**src/rtl/fifo_feed_ctrl.sv**
```systemverilog
// rtl/fifo_feed_ctrl.sv - sequencer for a bank of fifo delay buffers feeding a systolic array
module fifo_feed_ctrl #(
  parameter  int DIM   = 8,
  parameter  int DEPTH = 8,
  localparam int CW    = $clog2(DIM + DEPTH) + 1,
  localparam int IW    = (DIM > 1) ? $clog2(DIM) : 1
) (
  input  logic          clk,
  input  logic          rst,
  input  logic          start,
  input  logic          stall,
  output logic          fifo_en,
  output logic          zero_fill,
  output logic [IW-1:0] in_idx,
  output logic          out_valid,
  output logic [IW-1:0] out_idx,
  output logic          busy,
  output logic          done
);

  typedef enum logic [1:0] {IDLE, FILL, DRAIN, DONE} state_t;

  state_t        state_q;
  logic [CW-1:0] c_q;
  logic [CW-1:0] c_d;
  logic          busy_q;
  logic          done_q;
  logic          shifting;

  assign shifting  = (state_q == FILL) || (state_q == DRAIN);
  assign fifo_en   = shifting && !stall;
  assign zero_fill = (state_q == DRAIN);
  assign in_idx    = (state_q == FILL) ? c_q[IW-1:0] : '0;
  assign c_d       = c_q + CW'(1);

  // c_q counts completed shifts, so column j sits on q once DEPTH+j shifts have happened.
  assign out_valid = (state_q != IDLE) && (c_q >= CW'(DEPTH)) && (c_q <= CW'(DEPTH + DIM - 1));
  assign out_idx   = out_valid ? IW'(c_q - CW'(DEPTH)) : '0;
  assign busy      = busy_q;
  assign done      = done_q;

  always_ff @(posedge clk or posedge rst) begin
    if (rst) begin
      state_q <= IDLE;
      c_q     <= '0;
      busy_q  <= 1'b0;
      done_q  <= 1'b0;
    end else begin
      case (state_q)
        IDLE: begin
          if (start) begin
            state_q <= FILL;
            busy_q  <= 1'b1;
          end
        end
        FILL: begin
          if (!stall) begin
            c_q <= c_d;
            if (c_q == CW'(DIM - 1)) state_q <= DRAIN;
          end
        end
        DRAIN: begin
          if (!stall) begin
            c_q <= c_d;
            if (c_q == CW'(DIM + DEPTH - 2)) begin
              state_q <= DONE;
              done_q  <= 1'b1;
            end
          end
        end
        DONE: begin
          state_q <= IDLE;
          c_q     <= '0;
          busy_q  <= 1'b0;
          done_q  <= 1'b0;
        end
        default: begin
          state_q <= IDLE;
          c_q     <= '0;
          busy_q  <= 1'b0;
          done_q  <= 1'b0;
        end
      endcase
    end
  end

endmodule
```
**config.mk**
```make
export PLATFORM = sky130hd
export DESIGN_NAME = fifo_feed_ctrl
export DESIGN_NICKNAME = d
export VERILOG_FILES = /design/src/rtl/fifo_feed_ctrl.sv
export SDC_FILE = /design/constraint.sdc
export NUM_CORES = 1
export LEC_CHECK = 0
export ABC_AREA = 1
export BUFFER_PORTS_ARGS = -buffer_cell sky130_fd_sc_hd__buf_4
export CORE_MARGIN = 5
export CORE_UTILIZATION = 50
export DETAILED_ROUTE_END_ITERATION = 16
export GPL_ROUTABILITY_DRIVEN = 1
export HOLD_SLACK_MARGIN = 0.12
export MAX_ROUTING_LAYER = met4
export PLACE_DENSITY = 0.81
export SYNTH_ARGS = -nofsm -noshare
export SYNTH_HDL_FRONTEND = slang
export SYNTH_SLANG_ARGS = --single-unit
```
**constraint.sdc**
```tcl
create_clock -name clk -period 3.4 [get_ports clk]
set_input_delay 0.34 -clock clk [delete_from_list [all_inputs] [get_ports clk]]
set_output_delay 0.34 -clock clk [all_outputs]
set_load 0.1 [all_outputs]
```
=== Word level (Yosys, flattened, before mapping) ===
Index checks and enable logic that the tools add are counted.

* Register bits: 9
* Input port bits: 4
* Output and inout port bits: 11
* Logic and storage cells: 49

* $add $sub $neg: 2
* $lt $le $gt $ge: 2
* Equality and inequality tests: 11
* Multiplexer cells: 15
* Reduce and logical (&&, ||, !) cells: 15

{| class="wikitable"
|+ Operators with widths
! operator !! count
|-
| two-way mux 2 bit || 5
|-
| one-hot mux 5 bit (2 select lines) || 1
|-
| != test 2 bit, second input constant || 4
|-
| one-hot mux 2 bit (4 select lines) || 1
|-
| nonzero test 2 bit || 4
|-
| two-way mux 3 bit || 2
|-
| adder 5 x 1 -> 5 bit, second input constant || 1
|-
| equality test 5 x 3 -> 1 bit, second input constant || 1
|-
| equality test 5 x 4 -> 1 bit, second input constant || 1
|-
| >= comparator 5 x 4 -> 1 bit, second input constant || 1
|-
| <= comparator 5 x 4 -> 1 bit, second input constant || 1
|-
| two-way mux 5 bit || 1
|-
| AND reduction 5 bit || 1
|-
| equality test 2 bit, second input constant || 2
|-
| != test 2 x 1 -> 1 bit, second input constant || 2
|-
| one-hot mux 1 bit (2 select lines) || 2
|-
| AND reduction 2 bit || 2
|-
| logical AND 1 bit || 3
|-
| two-way mux 1 bit || 3
|-
| AND reduction 3 bit || 1
|-
| subtractor 3 x 1 -> 3 bit, second input constant || 1
|-
| equality test 2 x 1 -> 1 bit, second input constant || 1
|-
| logical NOT 2 bit || 1
|-
| OR reduction 2 bit || 1
|-
| 2 further kinds || 2
|}

=== Longest topological paths before layout ===
Gate-level depths: netlist of run 1.

* Depth after elaboration: 4
* Depth in mapped cells: 8
* Mapped depth without buffers: 8

=== Least setup slack after synthesis of run 1 ===
Ideal clock, no wire load.

* Path type: reg-to-output
* From: register c_q[1]
* To: output out_idx[0]
* Data arrival time: 2.255 ns
* Required time: 3.060 ns
* Slack: 0.805 ns
* Stages on the path, launching flop included: 8
* Path buffers: 0
* Cell sequence: dfrtp_1 > ha_1 > inv_1 > nor2_1 > ha_1 > a21o_1 > nand2_1 > nor2_1

* Word-level cells in the longest chain between the ends: 4
* Elaborated cells between the ends (all ways): 5
* Those cells by class: order compare: 2; mux: 1; reduce/logical: 2

{| class="wikitable"
|+ Ends and longest elaborated chain
! item !! RTL line !! RTL
|-
| from (decl) || 24 || <nowiki>logic [CW-1:0] c_q;</nowiki>
|-
| from (signal assigned) || 45 || <nowiki>c_q <= '0;</nowiki>
|-
| from (signal assigned) || 58 || <nowiki>c_q <= c_d;</nowiki>
|-
| from (signal assigned) || 64 || <nowiki>c_q <= c_d;</nowiki>
|-
| >= comparator 5 x 4 -> 1 bit || 37 || <nowiki>assign out_valid = (state_q != IDLE) && (c_q >= CW'(DEPTH)) && (c_q <= CW'(DEPTH + DIM - 1));</nowiki>
|-
| logical AND 1 bit || 37 ||
|-
| logical AND 1 bit (*) || 37 ||
|-
| two-way mux 3 bit (*) || 38 || <nowiki>assign out_idx = out_valid ? IW'(c_q - CW'(DEPTH)) : '0;</nowiki>
|-
| to (decl) || 16 || <nowiki>output logic [IW-1:0] out_idx,</nowiki>
|}

Mark *: on every way between the ends. The rest lies on a longest branch, timed or not.

=== Worst setup path after layout of run 1 ===
* From: register c_q[1]
* To: output out_idx[2]

* Word-level cells in the longest chain between the ends: 4
* Elaborated cells between the ends (all ways): 6
* Those cells by class: add/sub: 1; order compare: 2; mux: 1; reduce/logical: 2

{| class="wikitable"
|+ Ends and longest elaborated chain
! item !! RTL line
|-
| >= comparator 5 x 4 -> 1 bit || 37
|-
| logical AND 1 bit (2 in series) || 37
|-
| two-way mux 3 bit (*) || 38
|}

Marks and branches as above.

==> results.md, run 1 <==
- Result of the run: finished clean
- Via count of the first global-routing pass: ~580
- Fin util: 64.6%
- TritonCTS Buffers: 3
- Level count of the clock H-tree: 1
- Number of standard-cell rows in the floorplan: 13
- Average cell area after synthesis: approximately 7.4 sq um
- Number of failing setup endpoints in the final timing report: 0
- Min-delay worst type: input port to flop
- EDFF count, synth: 0
- Non-filler instance count after layout: between 100 and 150
- Required arrival time at the worst endpoint: 3.06 ns
- Flip-flop cell with the highest count after synthesis: sky130_fd_sc_hd__dfrtp_1
- Final-layout setup total negative slack: 0 ns
- Commonest cells in the synthesized netlist: 21 x sky130_fd_sc_hd__inv_1, 19 x sky130_fd_sc_hd__nand2_1, 9 x sky130_fd_sc_hd__dfrtp_1, 9 x sky130_fd_sc_hd__nor2_1, 8 x sky130_fd_sc_hd__ha_1
- Time the worst path needs with I/O delays and setup: 2.17 ns
- Wire length of the first global-routing pass: 2390 um
- Classification of the worst setup path: flop to output port
- Fillers: 118
- Global router's overall resource usage: between 10% and 20%
- Total Routed Length: 1410 um
- Sequential standard cell area: 225 sq um
- Layout net count: 123
- Deepest clock path buffer count: 2
- Detailed-route wire length per cell: 11.3 um
- Detail Placement HPWL: about 1100 um
- Via density: 5.00
- Placed cells: between 100 and 150
- Critical path launch point type: flop
- Clock root buffer: sky130_fd_sc_hd__clkbuf_4
- Count of synthesis-stage warnings from yosys: 0
- Initial antenna violation count: 0
- Arrival @ worst endpoint: 1.83 ns
- Standard cell area after detailed placement: 793 sq um
- DIE HEIGHT: 46.6 um
- Antenna Nets Post-Route: 0
- Die boundary width: 46.6 um
- Upper clock frequency limit: 461 MHz
- Final RePlAce weighted congestion: 0.859
- Pin count of the biggest net entering global routing: 10
- Max-cap violation count: 0
- Total area of multi-input combinational cells: 362 sq um
- Number of DRC markers after the initial detailed-route iteration: 10
- Number of buffers inserted for hold repair after clock tree synthesis: 1
- Post-CTS sizing: 0
- Gate count of the mapped netlist: 91
- Synthesized net count: ~100
- Synth top area share: 33.6%
- Share of the clock period used by the worst path: between 60% and 70%
- Top-Level Pins: 15
- Post-route DRC violation count: 0
- Cell variety after synth: 18
- Worst clock skew: 0.00289 ns
- Area growth, synth to finish: 23.9%
- Count of state elements after synthesis: 9
- Largest fanout on the critical path: 6
- Clock latency reported for the late side of the worst-skew pair: between 0.2 and 0.3 ns
- Cell types with the largest area share after synthesis: sky130_fd_sc_hd__dfrtp_1 34%, sky130_fd_sc_hd__ha_1 15%, sky130_fd_sc_hd__inv_1 12%, sky130_fd_sc_hd__nand2_1 11%, sky130_fd_sc_hd__nor2_1 5.0%
- Count of clock tree sinks: 9
- Cell taking the most area after synthesis: sky130_fd_sc_hd__dfrtp_1
- Clk pin slew, worst setup/hold paths: 0.07 ns
- Fraction of registers with async set or reset after synthesis: between 90% and 100%
- Relative slew margins: 76.0%
- Port Buffers: 14
- Pre-Repair DR Iteration Count: 4
- RSZ-0062 raised after global routing: no
- Sequential fraction of the synthesis area: 33.6%
- Die outline area: 2170 sq um
- Endpoints failing hold: 0
- Starting utilization of the core area: between 50 and 60%
- Number of slew-limit violations in the final report: 0
- Diodes inserted: 0
- Post-Syn Area: 669 sq um
- Buffers inserted by post-CTS timing repair: 0
- TritonCTS clock tree: done
- Worst slew pin tran: between 0.3 and 0.4 ns
- Vias post-DR: 625
- Kind of capture point of the worst setup path: output port
- Cell with the most instances after synthesis: sky130_fd_sc_hd__inv_1
- Fraction of final layout cells with drive strength greater than 1: 22.7%
- Placeable core region: about 1300 sq um
- Final std cell area, no fill: 830 sq um
- Aggregate global routing overflow: 0
## state kept, by name (all words and copies together) (netlist names)
signal	flops
state_q	2
c_q	5
done	1
busy	1
## metal layers
layer | wire length [um] | vias up | share of wire (%) | track usage, %
met4 | 17 | 0 | 1.2 | 6.82
met2 | 690 | 14 | 49 | 24.5
li1 | - | 321 | - | -
met1 | 643 | 287 | 45 | 20.4
met3 | 62 | 3 | 4.4 | 3.52
met5 | 0 | - | 0 | -
## metrics by stage
step	hold WS (ns)	setup slack [ns]
final	0.397	1.23
after global placement	0.333	1.59
after floorplan	0.168	0.805
after detailed placement	0.338	1.53
after global routing	0.403	1.12
after CTS	0.393	1.23
## layout make-up
class	instances	area share, %
Clock buffer	4	3.17
Inverter	22	9.95
Multi-Input combinational cell	60	43.6
Sequential cell	9	27.1
Tap cell	15	2.26
Timing Repair Buffer	15	13.9
## cells in the final DEF, fill, tap and decap left out, types with 3 or more instances in the layout
master	instances
sky130_fd_sc_hd__buf_4	14
sky130_fd_sc_hd__nor2_1	9
sky130_fd_sc_hd__o21ai_0	3
sky130_fd_sc_hd__ha_1	8
sky130_fd_sc_hd__inv_1	21
sky130_fd_sc_hd__clkbuf_4	3
sky130_fd_sc_hd__nand4_1	5
sky130_fd_sc_hd__dfrtp_1	9
sky130_fd_sc_hd__nand2_1	19
sky130_fd_sc_hd__nand3_1	5
## critical path, cell delays in order (launching register included)
cell                      delay (ns)
sky130_fd_sc_hd__dfrtp_1        0.44
sky130_fd_sc_hd__ha_1           0.20
sky130_fd_sc_hd__inv_1          0.05
sky130_fd_sc_hd__nor2_1         0.11
sky130_fd_sc_hd__ha_1           0.15
sky130_fd_sc_hd__a21o_1         0.08
sky130_fd_sc_hd__nand2_1        0.10
sky130_fd_sc_hd__nor2_1         0.12
sky130_fd_sc_hd__buf_4          0.30
## worst paths after layout
path / start / endpoint / slack, ns / cells past startpoint
setup reg to reg: state_q[0]$_DFFE_PP0P_ / c_q[3]$_DFFE_PP0P_ / 1.92 / 5
hold / removal: start / busy$_DFFE_PP0P_ / 0.40 / 5
min in group asynchronous: rst / c_q[3]$_DFFE_PP0P_ / 0.60 / 3
hold reg to reg: busy$_DFFE_PP0P_ / busy$_DFFE_PP0P_ / 0.52 / 2
setup / recovery: c_q[1]$_DFFE_PP0P_ / out_idx[2] / 1.23 / 8
max in group asynchronous: rst / done$_DFFE_PP0P_ / 2.53 / 3
## cells by family after synthesis
| kind of cell | after synthesis | share of synthesized area, % |
|---|---|---|
| AND/OR/NAND/NOR | 43 | 29.3 |
| buffers and inverters | 22 | 12.3 |
| AO/OA/AOI/OAI | 9 | 9.72 |
| adder cells (fa/ha/maj) | 8 | 15.0 |
| flip-flops | 9 | 33.6 |
Power of run 1 is not shown: default switching activity piles up to over one toggle a cycle in this logic, so the estimate is an artifact.
==> inputs of run 2 (changes only) <==
- CORE_UTILIZATION: 50 -> 46
- PLACE_DENSITY: 0.81 -> 0.78
- clock period: 3.4 -> 1.85 ns (I/O delays scaled with it)
==> run 2 against run 1 <==
The flow now finishes with violations (setup timing). Die area grew 6.8%. Clock-buffer cell count is the same. Cell area up 16%. First-iteration DRC count rose to 2.7 times the previous value. Final cell count up 4.0%. Non-clock buffer count rose by 5. Critical endpoint is now out_idx[0].
==> results.md, run 2 (synthesized netlist as in run 1, its figures left out) <==
- Result of the run: complete, but fails checks
- Violated checks: setup timing
- Level count of the clock H-tree: 1
- Diodes inserted: 0
- Kind of capture point of the worst setup path: output port
- Number of DRC markers after the initial detailed-route iteration: 27
- DIE HEIGHT: 48.1 um
- Flop-to-flop setup slack: 0.25 ns
- Largest fanout on the critical path: 4
- Max-cap violation count: 0
- Fraction of final layout cells with drive strength greater than 1: 35.7%
- Worst slew pin tran: 0.353 ns
- Final-layout setup total negative slack: -0.0855 ns
- Deepest clock path buffer count: 2
- Via density: roughly 5.1
- Starting utilization of the core area: 50.2%
- Arrival @ worst endpoint: 1.71 ns
- Clk pin slew, worst setup/hold paths: 0.07 ns
- Layout net count: around 130
- TritonCTS clock tree: done
- Endpoints failing hold: 0
- Most common library cell in the layout ignoring fill and taps: sky130_fd_sc_hd__inv_1
- Global router's overall resource usage: 16.1%
- Pin count of the biggest net entering global routing: 10
- Hold Slack: about 0.23 ns
- RSZ-0062 raised after global routing: yes
- Regs by FF count: c_q: 5 flops, state_q: 2 flops
- Smallest setup slack after layout: -0.0484 ns
- Commonest cells after routing, fill and taps aside: 19 x sky130_fd_sc_hd__inv_1, 18 x sky130_fd_sc_hd__nand2_1, 14 x sky130_fd_sc_hd__buf_4
- Number of slew-limit violations in the final report: 0
- Placeable core region: approximately 1300 sq um
- Number of failing setup endpoints in the final timing report: 4
- Initial antenna violation count: 0
- Clock root buffer: sky130_fd_sc_hd__clkbuf_4
- Top-Level Pins: 15
- Share of the clock period used by the worst path: 103%
- Clock latency reported for the late side of the worst-skew pair: 0.27 ns
- Largest reg by FF count: c_q
- Relative slew margins: 76.4%
- Critical path launch point type: flop
- Sequential standard cell area: 226 sq um
- Min-delay worst type: input port to flop
- Total Routed Length: around 1800 um
- Detail Placement HPWL: 1190 um
- TritonCTS Buffers: 3
- Classification of the worst setup path: flop to output port
- Count of clock tree sinks: 9
- Vias post-DR: about 670
- Pre-Repair DR Iteration Count: 4
- Port Buffers: 14
- Die outline area: about 2300 sq um
- Placed cells: 120
- Wire length of the first global-routing pass: 2490 um
- Via count of the first global-routing pass: 594
- Worst clock skew: between 0.004 and 0.005 ns
- Post-placement setup slack: 0.162 ns
- Fillers: 107
- Flip-flop count of the largest register after layout: 5
- Area growth, synth to finish: 43.7%
- Antenna Nets Post-Route: 0
- Required arrival time at the worst endpoint: 1.66 ns
- Aggregate global routing overflow: 0
- Total area of multi-input combinational cells: 402 sq um
- Detailed-route wire length per cell: approximately 14 um
- Die boundary width: around 48 um
- Final RePlAce weighted congestion: roughly 0.86
- Number of standard-cell rows in the floorplan: 13
- Non-filler instance count after layout: 130
- Time the worst path needs with I/O delays and setup: 1.90 ns
- Post-route DRC violation count: 0
- Upper clock frequency limit: 527 MHz
[run 2: layout make-up]
cell class | instances | share of cell area, %
clock buffer | 4 | 2.73
inverter | 22 | 8.58
multi-input combinational | 60 | 41.7
sequential | 9 | 23.5
tap | 15 | 1.95
timing repair buffer | 20 | 21.5
[run 2: what timing repair did]
item,in CTS,in global routing
endpoints found under the setup margin,4,5
hold buffers,1,0
pin swaps,0,4
buffers inserted,2,3
gates resized for setup,11,13
endpoints found under the hold margin,9,0
[run 2: metrics by stage]
step	instance area, sq um	util [%]
after floorplan	679	-
after global placement	803	60.2
after detailed placement	803	60.2
after CTS	892	66.9
after global routing	962	72.1
final	962	72.1
[run 2: layer usage]
layer | track usage, % | up-vias | wire length (um)
met4 | 6.45 | 0 | 61
met1 | 19.9 | 307 | 750
met3 | 3.69 | 8 | 109
met2 | 25.0 | 23 | 857
li1 | - | 331 | -
met5 | - | - | 0
[run 2: worst paths after layout]
kind / endpoint / depth (start not counted) / from
min: busy$_DFFE_PP0P_ / 5 / start
max reg2reg: state_q[1]$_DFFE_PP0P_ / 9 / c_q[0]$_DFFE_PP0P_
min in group asynchronous: c_q[0]$_DFFE_PP0P_ / 3 / rst
max in group asynchronous: c_q[2]$_DFFE_PP0P_ / 3 / rst
max: out_idx[0] / 8 / c_q[0]$_DFFE_PP0P_
min reg2reg: busy$_DFFE_PP0P_ / 2 / busy$_DFFE_PP0P_
[run 2: worst max-delay path: stages, from the launching register on]
cell and delay (ns):
sky130_fd_sc_hd__dfrtp_1 0.35, sky130_fd_sc_hd__ha_2 0.19, sky130_fd_sc_hd__inv_2 0.05, sky130_fd_sc_hd__nor2_2 0.08
sky130_fd_sc_hd__ha_2 0.17, sky130_fd_sc_hd__a21o_1 0.15, sky130_fd_sc_hd__nand2_4 0.11, sky130_fd_sc_hd__nor2_4 0.15
sky130_fd_sc_hd__buf_12 0.18
Power of run 2 is left out for the same reason.
==> inputs of run 3 (changes only) <==
- SETUP_SLACK_MARGIN: unset -> 0.2
==> run 3 against run 2 <==
The run still ends with setup timing left. Sequential share of layout area down 1.1 points. Wire length down 1.8%. Clock-buffer cell count unchanged. Global-route usage up 1.1 points.
==> results.md, run 3 (synthesized netlist as in run 1, its figures left out) <==
- Result of the run: complete, but fails checks
- Violated checks: setup timing
- Final std cell area, no fill: 1010 sq um
- Non-filler instance count after layout: 131
- Detailed-route wire length per cell: 13.3 um
- Relative slew margins: 75.5%
- Min-delay worst type: input port to flop
- Initial antenna violation count: 0
- Die boundary width: about 48 um
- Number of DRC markers after the initial detailed-route iteration: 13
- Worst slew pin tran: 0.368 ns
- M2 GR Usage: ~30%
- Deepest clock path buffer count: 2
- RSZ-0062 raised after global routing: yes
- Top-Level Pins: 15
- Total Routed Length: roughly 1700 um
- Number of failing setup endpoints in the final timing report: 1
- Clk pin slew, worst setup/hold paths: 0.07 ns
- Upper clock frequency limit: 535 MHz
- Via density: ~5
- Global router's overall resource usage: 17.1%
- Arrival @ worst endpoint: around 1.7 ns
- Layout net count: 129
- TritonCTS Buffers: 3
- Fraction of met3 tracks used by global routing: about 3.3%
- Commonest cells after routing, fill and taps aside: 17 x sky130_fd_sc_hd__nand2_1, 17 x sky130_fd_sc_hd__inv_1, 12 x sky130_fd_sc_hd__buf_4
- Level count of the clock H-tree: 1
- Post-route DRC violation count: 0
- Count of clock tree sinks: 9
- Met1 usage in global routing: roughly a fifth
- Smallest setup slack after layout: -0.0203 ns
- Fillers: 107
- Pre-Repair DR Iteration Count: 4
- TritonCTS clock tree: done
- Pin count of the biggest net entering global routing: 10
- Number of standard-cell rows in the floorplan: 13
- Aggregate global routing overflow: 0
- Classification of the worst setup path: flop to output port
- Port Buffers: 14
- Number of slew-limit violations in the final report: 0
- Max-cap violation count: 0
- Critical path launch point type: flop
- Time the worst path needs with I/O delays and setup: 1.87 ns
- Antenna Nets Post-Route: 0
- Endpoints failing hold: 0
- Clock root buffer: sky130_fd_sc_hd__clkbuf_4
- Detail Placement HPWL: approximately 1200 um
- Final-layout setup total negative slack: -0.0203 ns
- Wire length of the first global-routing pass: between 2000 and 3000 um
- Area growth, synth to finish: 50.8%
- Sequential standard cell area: about 230 sq um
- Vias post-DR: about 660
- Kind of capture point of the worst setup path: output port
- Die outline area: roughly 2300 sq um
- Regs by FF count: c_q: 5 flops, state_q: 2 flops
- Diodes inserted: 0
- Required arrival time at the worst endpoint: 1.66 ns
- Placed cells: 121
- Standard cell area after detailed placement: 846 sq um
- Flip-flop count of the largest register after layout: 5
- Top Usage Layer GRT: met2
- Largest reg by FF count: c_q
- Via count of the first global-routing pass: 623
- Total area of multi-input combinational cells: 419 sq um
- Largest fanout on the critical path: 4
- Placeable core region: 1330 sq um
- Fraction of final layout cells with drive strength greater than 1: between 40% and 50%
- Share of the clock period used by the worst path: 101%
- Final RePlAce weighted congestion: 0.844
- Worst clock skew: 0.00197 ns
- DIE HEIGHT: 48.1 um
- Clock latency reported for the late side of the worst-skew pair: around 0.26 ns
- Starting utilization of the core area: 50.2%
[run 3: changes by cell type in the layout (fill, tap and decap cells not counted), moves of 2 or more]
cell	change
sky130_fd_sc_hd__buf_6	+2
sky130_fd_sc_hd__buf_4	-2
sky130_fd_sc_hd__clkinvlp_4	+2
sky130_fd_sc_hd__inv_1	-2
[run 3: metal layers]
layer  share of wire (%)  vias to the layer above
met2                  51                       14
met1                  44                      305
met5                   0                        -
li1                    -                      336
met4                0.86                        0
met3                 4.2                        2
[run 3: layout make-up]
cell class / count / share of cell area [%]
multi-input combinational: 60 / 41.5
timing repair buffer: 21 / 22.7
sequential: 9 / 22.4
inverter: 22 / 8.92
clock buffer: 4 / 2.60
tap: 15 / 1.86
[run 3: worst max-delay path, cell delays in order (launching register included)]
cell and delay [ns]:
sky130_fd_sc_hd__dfrtp_1 0.38, sky130_fd_sc_hd__ha_2 0.19, sky130_fd_sc_hd__inv_2 0.06, sky130_fd_sc_hd__nor2_2 0.04, sky130_fd_sc_hd__ha_2 0.16, sky130_fd_sc_hd__a21o_1 0.18
sky130_fd_sc_hd__nand2_4 0.13, sky130_fd_sc_hd__clkinvlp_4 0.11, sky130_fd_sc_hd__buf_12 0.17
[run 3: stage by stage]
stage	hold WS [ns]	util (%)	setup WS (ns)
finish	0.234	75.7	-0.0203
detailed placement	0.184	63.4	0.130
global placement	0.181	63.4	0.214
CTS	0.232	74.2	-0.0220
floorplan	0.0129	-	0.0990
global route	0.275	75.7	-0.110
[run 3: worst paths after layout]
| path | slack (ns) | to | startpoint | depth (start not counted) |
|---|---|---|---|---|
| worst min-delay path | 0.23 | busy$_DFFE_PP0P_ | start | 5 |
| max in group asynchronous | 1.12 | c_q[2]$_DFFE_PP0P_ | rst | 3 |
| worst max-delay path | -0.02 | out_valid | c_q[1]$_DFFE_PP0P_ | 8 |
| worst min register to register | 0.50 | busy$_DFFE_PP0P_ | busy$_DFFE_PP0P_ | 2 |
| worst max register to register | 0.36 | done$_DFFE_PP0P_ | c_q[0]$_DFFE_PP0P_ | 8 |
| min in group asynchronous | 0.44 | busy$_DFFE_PP0P_ | rst | 3 |
[run 3: repair_timing]
item | 4_1_cts | 5_1_grt
resized for setup | 18 | 5
pin swaps | 4 | 2
hold endpoints to repair | 9 | 0
cloned | 0 | 0
hold buffers | 1 | 0
setup buffers | 4 | 1
endpoints found under the setup margin | 5 | 8
Power of run 3 is left out for the same reason.
